File: config.mk
export PLATFORM = sky130hd
export DESIGN_NAME = prog_loader_flat
export DESIGN_NICKNAME = d
export VERILOG_FILES = /design/src/rtl/prog_loader_if.sv /design/src/rtl/prog_loader.sv /design/src/flat_wrapper.sv
export SDC_FILE = /design/constraint.sdc
export NUM_CORES = 1
export LEC_CHECK = 0
export CAP_MARGIN = 10
export CORE_MARGIN = 2
export CORE_UTILIZATION = 55
export CTS_BUF_LIST = sky130_fd_sc_hd__clkbuf_8 sky130_fd_sc_hd__clkbuf_16
export DETAILED_ROUTE_END_ITERATION = 8
export HOLD_SLACK_MARGIN = 0.08
export PLACE_DENSITY = 0.79
export SETUP_SLACK_MARGIN = 0.4
export SKIP_CTS_REPAIR_TIMING = 1
export SLEW_MARGIN = 20
export SYNTH_ARGS = -nofsm -noshare
export SYNTH_HDL_FRONTEND = slang
export SYNTH_SLANG_ARGS = --single-unit
File: constraint.sdc
create_clock -name clk -period 2.36 [get_ports clk]
set_input_delay 0.708 -clock clk [delete_from_list [all_inputs] [get_ports clk]]
set_output_delay 0.708 -clock clk [all_outputs]
set_load 0.05 [all_outputs]
File: src/rtl/prog_loader_if.sv
// Serial host link and program-memory write port of the program loader.
// The loader takes the slave view; the host/bench takes the master view.
interface prog_loader_if;
    logic        ld_sck;
    logic        ld_sdi;
    logic        ld_en;
    logic        mem_we;
    logic [11:0] mem_addr;
    logic [7:0]  mem_wdata;
    logic        cpu_hold;
    logic        busy;
    logic        err;
    logic [11:0] wr_count;

    modport master (
        output ld_sck, ld_sdi, ld_en,
        input  mem_we, mem_addr, mem_wdata, cpu_hold, busy, err, wr_count
    );

    modport slave (
        input  ld_sck, ld_sdi, ld_en,
        output mem_we, mem_addr, mem_wdata, cpu_hold, busy, err, wr_count
    );
endinterface

File: src/rtl/prog_loader.sv
// Serial program loader: receives a 12-bit start address and program bytes over
// a 3-wire link and writes them sequentially into the 4096 x 8 program memory.
module prog_loader #(
    parameter int unsigned SYNC_STAGES = 2
) (
    input  logic         clk,
    input  logic         rst,
    input  logic         ena,
    prog_loader_if.slave bus
);

    typedef enum logic [1:0] {IDLE, ADDR_HI, ADDR_LO, DATA} state_t;

    logic [SYNC_STAGES-1:0] sck_sync_q, sck_sync_d;
    logic [SYNC_STAGES-1:0] sdi_sync_q, sdi_sync_d;
    logic [SYNC_STAGES-1:0] en_sync_q, en_sync_d;
    logic sck_prev_q, sck_prev_d;
    logic en_prev_q, en_prev_d;
    logic sdi_q, sdi_d;
    logic sck_rise_q, sck_rise_d;
    logic en_rise_q, en_rise_d;
    logic en_fall_q, en_fall_d;
    logic [2:0] blank_q, blank_d;

    state_t      state_q, state_d;
    logic [2:0]  bit_cnt_q, bit_cnt_d;
    logic [6:0]  shift_q, shift_d;
    logic [11:0] addr_q, addr_d;
    logic        mem_we_q, mem_we_d;
    logic [11:0] mem_addr_q, mem_addr_d;
    logic [7:0]  mem_wdata_q, mem_wdata_d;
    logic        err_q, err_d;
    logic [11:0] wr_count_q, wr_count_d;

    logic       sck_s, en_s, armed, byte_rdy;
    logic [7:0] byte_val;

    assign sck_s = sck_sync_q[SYNC_STAGES-1];
    assign en_s  = en_sync_q[SYNC_STAGES-1];
    assign armed = (blank_q == 3'd0);

    // Edge pulses are suppressed until the cleared synchronizers have refilled
    // after reset, so a host still holding ld_en high does not look like a new session.
    always_comb begin
        sck_sync_d = {sck_sync_q[SYNC_STAGES-2:0], bus.ld_sck};
        sdi_sync_d = {sdi_sync_q[SYNC_STAGES-2:0], bus.ld_sdi};
        en_sync_d  = {en_sync_q[SYNC_STAGES-2:0], bus.ld_en};
        sck_prev_d = sck_s;
        en_prev_d  = en_s;
        sdi_d      = sdi_sync_q[SYNC_STAGES-1];
        sck_rise_d = armed && sck_s && !sck_prev_q && en_s;
        en_rise_d  = armed && en_s && !en_prev_q;
        en_fall_d  = armed && !en_s && en_prev_q;
        blank_d    = armed ? 3'd0 : blank_q - 3'd1;
    end

    always_ff @(posedge clk) begin
        if (rst) begin
            sck_sync_q <= '0;
            sdi_sync_q <= '0;
            en_sync_q  <= '0;
            sck_prev_q <= 1'b0;
            en_prev_q  <= 1'b0;
            sdi_q      <= 1'b0;
            sck_rise_q <= 1'b0;
            en_rise_q  <= 1'b0;
            en_fall_q  <= 1'b0;
            blank_q    <= 3'(SYNC_STAGES + 1);
        end else begin
            sck_sync_q <= sck_sync_d;
            sdi_sync_q <= sdi_sync_d;
            en_sync_q  <= en_sync_d;
            sck_prev_q <= sck_prev_d;
            en_prev_q  <= en_prev_d;
            sdi_q      <= sdi_d;
            sck_rise_q <= sck_rise_d;
            en_rise_q  <= en_rise_d;
            en_fall_q  <= en_fall_d;
            blank_q    <= blank_d;
        end
    end

    assign byte_val = {shift_q, sdi_q};
    assign byte_rdy = sck_rise_q && (state_q != IDLE) && (bit_cnt_q == 3'd7);

    always_comb begin
        state_d     = state_q;
        bit_cnt_d   = bit_cnt_q;
        shift_d     = shift_q;
        addr_d      = addr_q;
        mem_we_d    = 1'b0;
        mem_addr_d  = mem_addr_q;
        mem_wdata_d = mem_wdata_q;
        err_d       = err_q;
        wr_count_d  = wr_count_q;

        if (mem_we_q) begin
            addr_d     = addr_q + 12'd1;
            wr_count_d = wr_count_q + 12'd1;
        end

        if (sck_rise_q && (state_q != IDLE)) begin
            shift_d   = byte_val[6:0];
            bit_cnt_d = bit_cnt_q + 3'd1;
        end

        case (state_q)
            IDLE: begin
                if (en_rise_q) begin
                    state_d    = ADDR_HI;
                    bit_cnt_d  = 3'd0;
                    wr_count_d = '0;
                    err_d      = 1'b0;
                end
            end
            ADDR_HI: begin
                if (byte_rdy) begin
                    addr_d[11:8] = byte_val[3:0];
                    state_d      = ADDR_LO;
                end
            end
            ADDR_LO: begin
                if (byte_rdy) begin
                    addr_d[7:0] = byte_val;
                    state_d     = DATA;
                end
            end
            DATA: begin
                if (byte_rdy) begin
                    mem_we_d    = 1'b1;
                    mem_addr_d  = addr_q;
                    mem_wdata_d = byte_val;
                end
            end
            default: state_d = IDLE;
        endcase

        // A byte completing in the same cycle leaves the counter at zero, so err stays clear.
        if ((state_q != IDLE) && en_fall_q) begin
            state_d   = IDLE;
            err_d     = (bit_cnt_d != 3'd0);
            bit_cnt_d = 3'd0;
        end
    end

    always_ff @(posedge clk) begin
        if (rst) begin
            state_q     <= IDLE;
            bit_cnt_q   <= '0;
            shift_q     <= '0;
            addr_q      <= '0;
            mem_we_q    <= 1'b0;
            mem_addr_q  <= '0;
            mem_wdata_q <= '0;
            err_q       <= 1'b0;
            wr_count_q  <= '0;
        end else if (ena) begin
            state_q     <= state_d;
            bit_cnt_q   <= bit_cnt_d;
            shift_q     <= shift_d;
            addr_q      <= addr_d;
            mem_we_q    <= mem_we_d;
            mem_addr_q  <= mem_addr_d;
            mem_wdata_q <= mem_wdata_d;
            err_q       <= err_d;
            wr_count_q  <= wr_count_d;
        end
    end

    assign bus.mem_we    = mem_we_q;
    assign bus.mem_addr  = mem_addr_q;
    assign bus.mem_wdata = mem_wdata_q;
    assign bus.busy      = (state_q != IDLE);
    assign bus.cpu_hold  = (state_q != IDLE) || mem_we_q;
    assign bus.err       = err_q;
    assign bus.wr_count  = wr_count_q;

endmodule

File: src/flat_wrapper.sv
// flat-port wrapper written by rule: the top's interface ports become plain ports
module prog_loader_flat 
#(
    parameter int unsigned SYNC_STAGES = 2
)
  (clk, rst, ena, bus_ld_sck, bus_ld_sdi, bus_ld_en, bus_mem_we, bus_mem_addr, bus_mem_wdata, bus_cpu_hold, bus_busy, bus_err, bus_wr_count);
  prog_loader_if bus_i ();
  input  logic clk;
  input  logic rst;
  input  logic ena;
  input wire logic [$bits(bus_i.ld_sck)-1:0] bus_ld_sck;
  input wire logic [$bits(bus_i.ld_sdi)-1:0] bus_ld_sdi;
  input wire logic [$bits(bus_i.ld_en)-1:0] bus_ld_en;
  output wire logic [$bits(bus_i.mem_we)-1:0] bus_mem_we;
  output wire logic [$bits(bus_i.mem_addr)-1:0] bus_mem_addr;
  output wire logic [$bits(bus_i.mem_wdata)-1:0] bus_mem_wdata;
  output wire logic [$bits(bus_i.cpu_hold)-1:0] bus_cpu_hold;
  output wire logic [$bits(bus_i.busy)-1:0] bus_busy;
  output wire logic [$bits(bus_i.err)-1:0] bus_err;
  output wire logic [$bits(bus_i.wr_count)-1:0] bus_wr_count;
  assign bus_i.ld_sck = bus_ld_sck;
  assign bus_i.ld_sdi = bus_ld_sdi;
  assign bus_i.ld_en = bus_ld_en;
  assign bus_mem_we = bus_i.mem_we;
  assign bus_mem_addr = bus_i.mem_addr;
  assign bus_mem_wdata = bus_i.mem_wdata;
  assign bus_cpu_hold = bus_i.cpu_hold;
  assign bus_busy = bus_i.busy;
  assign bus_err = bus_i.err;
  assign bus_wr_count = bus_i.wr_count;
  prog_loader #(.SYNC_STAGES(SYNC_STAGES)) u_core (.clk(clk), .rst(rst), .ena(ena), .bus(bus_i));
endmodule
==> key figures, run 1 <==
Hold path
  • Endpoint of the worst hold path: u_core.sck_rise_q
  • Hold path depth: 1
  • Startpoint of the most critical hold path: u_core.sck_prev_q
  • Worst Hold Class: flip-flop to flip-flop

Setup path
  • Worst setup slack for register-to-register paths: 0.52 ns
  • Max Fanout on Critical Path: 6
  • Arr. time, crit path: 1.23 ns
  • Crit-path cells: dlymetal6s2s_1
  • R2R cell count: 7
  • Data required time of the worst path: 1.65 ns
  • Worst reg2reg path startpoint: u_core.state_q[0]
  • Type of element launching the critical path: flip-flop
  • CP Depth: 1
  • Worst setup path category: flip-flop to output port
  • Cell family with most CP delay: buffers and inverters
  • Reg-to-reg endpoint: u_core.addr_q[8]
  • Worst path buffer plus inverter count: 1
  • Worst-path cell with the longest stage delay: dlymetal6s2s_1
  • Delay of the slowest critical-path stage: 0.45 ns
  • Worst setup EP type: output port

Clock tree
  • Insertion delay of the later-clocked pin in the worst-skew pair: 0.35 ns
  • CTS tree: built
  • Number of buffers added by the clock tree synthesis step: 9
  • CTS H-tree lvls: 3
  • Clock transition at the registers of the reported paths: 0.08 ns
  • CTS Sinks: 73
  • Clock buffer depth: 2
  • CTS Root Buffer Type: clkbuf_8

Drt
  • Drt drc: 0
  • Average wire per cell in the routed design: 13.9 um
  • Via-per-instance ratio: 5.54
  • Count of TritonRoute iterations in the first routing pass: 4
  • Number of vias after detailed routing: 2833
  • Initial drt markers: 181
  • Post-detailed-route count of antenna-violating nets: 0
  • Overall routed net length: 7100 um

Logic synthesis
  • Number of warnings printed during yosys synthesis: 0
  • Synth cell types: 50
  • Total nets after synthesis: 403
  • Instance count of the mapped netlist: 388
  • Count of flip-flops with a built-in enable after synthesis: 0
  • Average cell area after synthesis: 8.39 um2
  • Number of synthesized register bits: 73
  • Ys flop type: dfxtp_1
  • Netlist area before placement: 3260 um2
  • Part of the Yosys area used for sequential elements: 0.449
  • Async SR Flop Fraction: 0

Floorplan
  • Die Width: 81.0 um
  • Effective utilization at floorplan: 0.560
  • Cell row count: 28
  • Core Region: 5820 um2
  • Number of placed I/O pins: 42
  • Die area: 6550 um2
  • Die Y-Extent: 81.0 um

Pwr
  • Seq pwr share: 0.544
  • Switch Pwr: 511 uW
  • Maximum ir drop on the vdd rail: 543 uV
  • Cell internal power dissipation: 1.78 mW
  • Switch share: 0.223
  • Cell Pwr Density: 567 nW/um2
  • Clock power frac: 0.425
  • Leakage component of the power: 1.92 nW
  • Overall Power: 2.29 mW
  • Comb pwr share: 0.031

Finish
  • Total inserted antenna cells: 0
  • Total number of nets in the final design: 446
  • Growth of design area from synthesis to finish: 23.9%
  • Area of combinational cells with multiple inputs: 1650 um2
  • Most common library cell in the layout ignoring fill and taps: dfxtp_1
  • Seq. cell area: 1470 um2
  • Commonest non-fill, non-tap cells in the layout: dfxtp_1 (71), nand2_1 (67), a21oi_1 (50), dlymetal6s2s_1 (29), buf_4 (17)
  • Share of layout cells above drive strength 1: 0.126
  • Filler Cell Count: 496

Global routing
  • Maximum number of pins on one net before global-route repair: 27
  • Global routing usage summed across all routing layers: 0.236
  • Number of antenna violations at the first check in global routing: 0
  • Vias in the first global route: 2674
  • Global-route wire length before repair: 12100 um
  • Congestion Overflow GR: 0

Placement
  • Post-DP HPWL: 4890 um
  • Count of buffers from port buffering: 41
  • Gp weighted congestion: 0.814
  • Placement-stage worst setup slack: 0.0139 ns

Timing
  • Post-Route Setup TNS: 0 ns
  • Number of failing hold endpoints at the final stage: 0
  • Unrepaired setup endpoints after global routing: yes
  • Fin. max-slew vios: 0
  • Max-slew headroom: 0.657
  • Hold_ws: 0.392 ns
  • Worst setup slack after layout: 0.418 ns
  • Shortest clock period the worst path allows after layout: 1.94 ns
  • Count of final setup violators: 0
  • Period utilisation layout: 0.823
  • Top achievable clock speed: 0.515 GHz
  • Worst Skew: 0.00924 ns
  • Worst-margin pin slew: 0.513 ns

Job
  • Max Cap Violations: 0

Status
  • Outcome: completed
-- per-stage QoR --
| step | instances | util | cell area [um2] |
|---|---|---|---|
| CTS | 508 | 0.678 | 3940 |
| global route | 511 | 0.694 | 4040 |
| detailed placement | 492 | 0.645 | 3750 |
| floorplan | 388 | - | 3260 |
| finish | 511 | 0.694 | 4040 |
| global placement | 492 | 0.645 | 3750 |
-- metal layers --
metal  share of wire  GRT usage  vias to the layer above
li1                -          -                     1434
met1            0.46      0.308                     1332
met2            0.48      0.377                       54
met3           0.041     0.0478                       13
met4           0.018      0.108                        0
met5               0          0                        -
-- cells in the mapped netlist (2+ instances only) --
cell type,count,share of area
dfxtp_1,73,0.45
nand2_1,67,0.077
a21oi_1,50,0.077
nand3_1,15,0.023
nor2_1,14,0.016
nor3_1,14,0.022
clkbuf_1,12,0.014
nor2b_1,12,0.023
o21ai_0,12,0.018
buf_2,10,0.015
inv_1,10,0.012
ha_1,9,0.035
and2_1,7,0.013
and3_1,6,0.012
o21ai_1,6,0.0092
nand4_1,5,0.0096
or3_1,5,0.0096
xnor2_1,5,0.013
a31oi_1,4,0.0077
mux2i_1,4,0.012
nand2b_1,4,0.0077
nor3b_1,4,0.0092
xor2_1,4,0.011
and4_1,3,0.0081
a211oi_1,2,0.0046
a22o_1,2,0.0054
a311oi_1,2,0.0054
buf_6,2,0.0069
nand3b_1,2,0.0046
nor4bb_1,2,0.0061
o21bai_1,2,0.0046
-- registers in the layout, summed over array words and instances (netlist names) --
register	count
u_core.addr_q	12
u_core.bit_cnt_q	3
u_core.blank_q	3
u_core.bus.err	1
u_core.bus.mem_addr	12
u_core.bus.mem_wdata	8
u_core.bus.mem_we	1
u_core.bus.wr_count	12
u_core.en_fall_q	1
u_core.en_prev_q	1
u_core.en_rise_q	1
u_core.en_sync_q	2
u_core.sck_prev_q	1
u_core.sck_rise_q	1
u_core.sck_sync_q	2
u_core.sdi_q	1
u_core.sdi_sync_q	2
u_core.shift_q	7
u_core.state_q	2
-- worst max path at each step --
| stage | slack [ns] | to | start |
|---|---|---|---|
| 2_1_floorplan | 0.43 | bus_cpu_hold | u_core.bus.mem_we |
| 3_3_place_gp | 0.07 | u_core.addr_q[11] | ena |
| 3_5_place_dp | 0.01 | u_core.bus.wr_count[10] | ena |
| 4_1_cts | 0.01 | bus_wr_count[6] | u_core.bus.wr_count[6] |
| 5_1_grt | 0.35 | bus_wr_count[2] | u_core.bus.wr_count[2] |
| 6_report | 0.42 | bus_wr_count[2] | u_core.bus.wr_count[2] |
-- power groups by stage --
stage | sequential [mW] | combinational, mW | clock [mW]
finish | 1.24 | 0.0713 | 0.971
global placement | 1.27 | 0.0660 | 0
floorplan | 1.27 | 0.0447 | 0
global route | 1.24 | 0.0783 | 1.04
CTS | 1.24 | 0.0675 | 0.988
detailed placement | 1.27 | 0.0674 | 0
-- kinds of logic (layout without fill, tap and decap cells) --
group                    Yosys count  count (layout)  share of synthesized area
AND/OR/NAND/NOR                  169             169                      0.272
AO/OA/AOI/OAI                     89              89                      0.159
flip-flops                        73              73                      0.449
buffers and inverters             35              83                     0.0499
adder cells (fa/ha/maj)            9               9                     0.0346
XOR/XNOR                           9               9                     0.0242
multiplexers                       4               4                     0.0123
-- final cells by class --
class / count / share of cell area
Timing Repair Buffer: 57 / 0.146
Inverter: 10 / 0.0102
Tap cell: 75 / 0.0233
Clock buffer: 10 / 0.0341
Sequential cell: 73 / 0.363
Multi-Input combinational cell: 280 / 0.408
Clock inverter: 6 / 0.0143
Power figures use the tool's default switching activity.
==> run 2: changes to the inputs <==
Clock period 2.36 ns to 1.85 ns, I/O delays scaled along.
==> key figures, run 2 (synthesized netlist as in run 1, its figures left out) <==
Setup path
  • Reg-to-reg endpoint: u_core.addr_q[11]
  • Worst path buffer plus inverter count: 3 (+2)
  • Cell family with most CP delay: flip-flops
  • Crit-path cells: inv_4 -> ha_4 -> clkinvlp_4 -> buf_12
  • R2R cell count: 9 (+2)
  • Worst-path cell with the longest stage delay: dfxtp_4
  • Worst setup EP type: output port
  • Worst setup slack for register-to-register paths: 0.10 ns (-0.42 ns)
  • Type of element launching the critical path: flip-flop
  • CP Launch Point: u_core.state_q[1]
  • Critical path destination: bus_busy
  • Worst reg2reg path startpoint: u_core.state_q[1]
  • Worst setup path category: flip-flop to output port
  • Max Fanout on Critical Path: 4 (-2)
  • Arr. time, crit path: 1.26 ns (+0.03 ns)
  • Delay of the slowest critical-path stage: 0.36 ns (-0.09 ns)
  • CP Depth: 4 (+3)
  • Data required time of the worst path: 1.29 ns (-0.36 ns)

Status
  • Outcome: completed

Drt
  • Average wire per cell in the routed design: 20.1 um (+44%)
  • Overall routed net length: 11000 um (+54%)
  • Number of vias after detailed routing: 3440 (+21%)
  • Count of TritonRoute iterations in the first routing pass: 5 (+1)
  • Post-detailed-route count of antenna-violating nets: 0 (unchanged)
  • Via-per-instance ratio: 6.30 (+14%)
  • Drt drc: 0 (unchanged)
  • Initial drt markers: 444 (+150%)

Pwr
  • Cell Pwr Density: 595 nW/um2 (+5.1%)
  • Leakage component of the power: 1.78 nW (-7.2%)
  • Maximum ir drop on the vdd rail: 701 uV (+29%)
  • Overall Power: 2.99 mW (+31%)

Placement
  • Count of buffers from port buffering: 41 (unchanged)
  • Placement-stage worst setup slack: -0.160 ns (-0.174 ns)
  • Instance area after placement: 3840 um2 (+2.6%)
  • Gp weighted congestion: 0.880 (+8.2%)
  • Post-DP HPWL: 4980 um (+1.9%)

Timing
  • Number of failing hold endpoints at the final stage: 0 (unchanged)
  • Worst setup slack after layout: 0.0336 ns (-0.384 ns)
  • Worst-margin pin slew: 0.449 ns (-0.0645 ns)
  • Unrepaired setup endpoints after global routing: yes
  • Top achievable clock speed: 0.551 GHz
  • Count of final setup violators: 0 (unchanged)
  • Max-slew headroom: 0.700 (+0.0432)
  • Period utilisation layout: 0.982
  • Worst Skew: 0.0129 ns (+0.00367 ns)
  • Shortest clock period the worst path allows after layout: 1.82 ns
  • Fin. max-slew vios: 0 (unchanged)

Global routing
  • Vias in the first global route: 2612 (-2.3%)
  • Maximum number of pins on one net before global-route repair: 27 (unchanged)
  • Global-route wire length before repair: 11700 um (-3.0%)
  • Number of antenna violations at the first check in global routing: 0 (unchanged)
  • Congestion Overflow GR: 0 (unchanged)
  • Global routing usage summed across all routing layers: 0.228 (-0.00834)

Finish
  • Most common library cell in the layout ignoring fill and taps: nand2_1
  • Seq. cell area: 1550 um2 (+5.4%)
  • Area of combinational cells with multiple inputs: 2120 um2 (+29%)
  • Filler Cell Count: 273 (-45%)
  • Post-route standard cell area excluding fillers: 5020 um2 (+24%)
  • Growth of design area from synthesis to finish: 54.2%
  • Final design utilization: 0.863 (+0.170)
  • Total inserted antenna cells: 0 (unchanged)
  • Total number of nets in the final design: 481 (+7.8%)
  • Commonest non-fill, non-tap cells in the layout: nand2_1 (42), dfxtp_1 (40), buf_4 (35), a21oi_2 (29), buf_6 (23)
  • Share of layout cells above drive strength 1: 0.497 (+0.371)

Clock tree
  • Insertion delay of the later-clocked pin in the worst-skew pair: 0.36 ns (about the same)
  • CTS Sinks: 73 (unchanged)
  • Number of buffers added by the clock tree synthesis step: 9 (unchanged)
  • Clock transition at the registers of the reported paths: 0.07 ns (about the same)
  • CTS H-tree lvls: 3 (unchanged)
  • CTS tree: built
  • Clock buffer depth: 2 (unchanged)
  • CTS Root Buffer Type: clkbuf_8

Floorplan
  • Number of placed I/O pins: 42 (unchanged)
  • Die Width: 81.0 um (unchanged)
  • Core Region: 5820 um2 (unchanged)
  • Die area: 6550 um2 (unchanged)
  • Effective utilization at floorplan: 0.560 (unchanged)
  • Die Y-Extent: 81.0 um (unchanged)
  • Cell row count: 28 (unchanged)

Hold path
  • Worst Hold Class: flip-flop to flip-flop

Job
  • Max Cap Violations: 0 (unchanged)
run 2: cell types whose count changed in the layout (fill, tap and decap cells not counted), sizes merged:
cell,delta
clkbuf,-1
inv,+1
buf,+63
clkinv,-3
and4b,+3
dlymetal6s2s,-28
run 2: per-stage QoR:
| step | std cells | setup TNS (ns) | hold WS, ns |
|---|---|---|---|
| 2_1_floorplan | 388 | 0 | 0.373 |
| 3_3_place_gp | 498 | -3.22 | 0.380 |
| 3_5_place_dp | 498 | -4.68 | 0.405 |
| 4_1_cts | 514 | 0 | 0.421 |
| 5_1_grt | 546 | 0 | 0.443 |
| 6_report | 546 | 0 | 0.419 |
run 2: per-layer routing:
| metal | vias to the layer above | routed length [um] | global-route usage |
|---|---|---|---|
| li1 | 1517 | - | - |
| met1 | 1625 | 4150 | 0.295 |
| met2 | 236 | 5370 | 0.360 |
| met3 | 62 | 942 | 0.0533 |
| met4 | 0 | 493 | 0.108 |
| met5 | - | 0 | 0 |
run 2: worst min path at each step:
stage,from,to,slack [ns],cells after the start
6_report,u_core.sck_prev_q,u_core.sck_rise_q,0.42,1
5_1_grt,u_core.sck_prev_q,u_core.sck_rise_q,0.44,1
4_1_cts,u_core.en_prev_q,u_core.en_rise_q,0.42,1
3_5_place_dp,u_core.sck_prev_q,u_core.sck_rise_q,0.41,1
3_3_place_gp,u_core.sck_prev_q,u_core.sck_rise_q,0.38,1
2_1_floorplan,u_core.sck_prev_q,u_core.sck_rise_q,0.37,1
run 2: cell type report:
class	count	share of cell area
clock buffers	12	0.0329
clock inverters	4	0.00847
inverters	10	0.00997
multi-input cells	283	0.422
flip-flops and latches	73	0.308
well taps	75	0.0187
repair buffers	89	0.200
run 2: report_power, final:
group	total (mW)	switching, mW	leakage, nW	internal [mW]
Combinational	0.125	0.0761	1.06	0.0492
Sequential	1.56	0.00619	0.612	1.56
Clock	1.30	0.579	0.115	0.722
Total	2.99	0.662	1.78	2.33
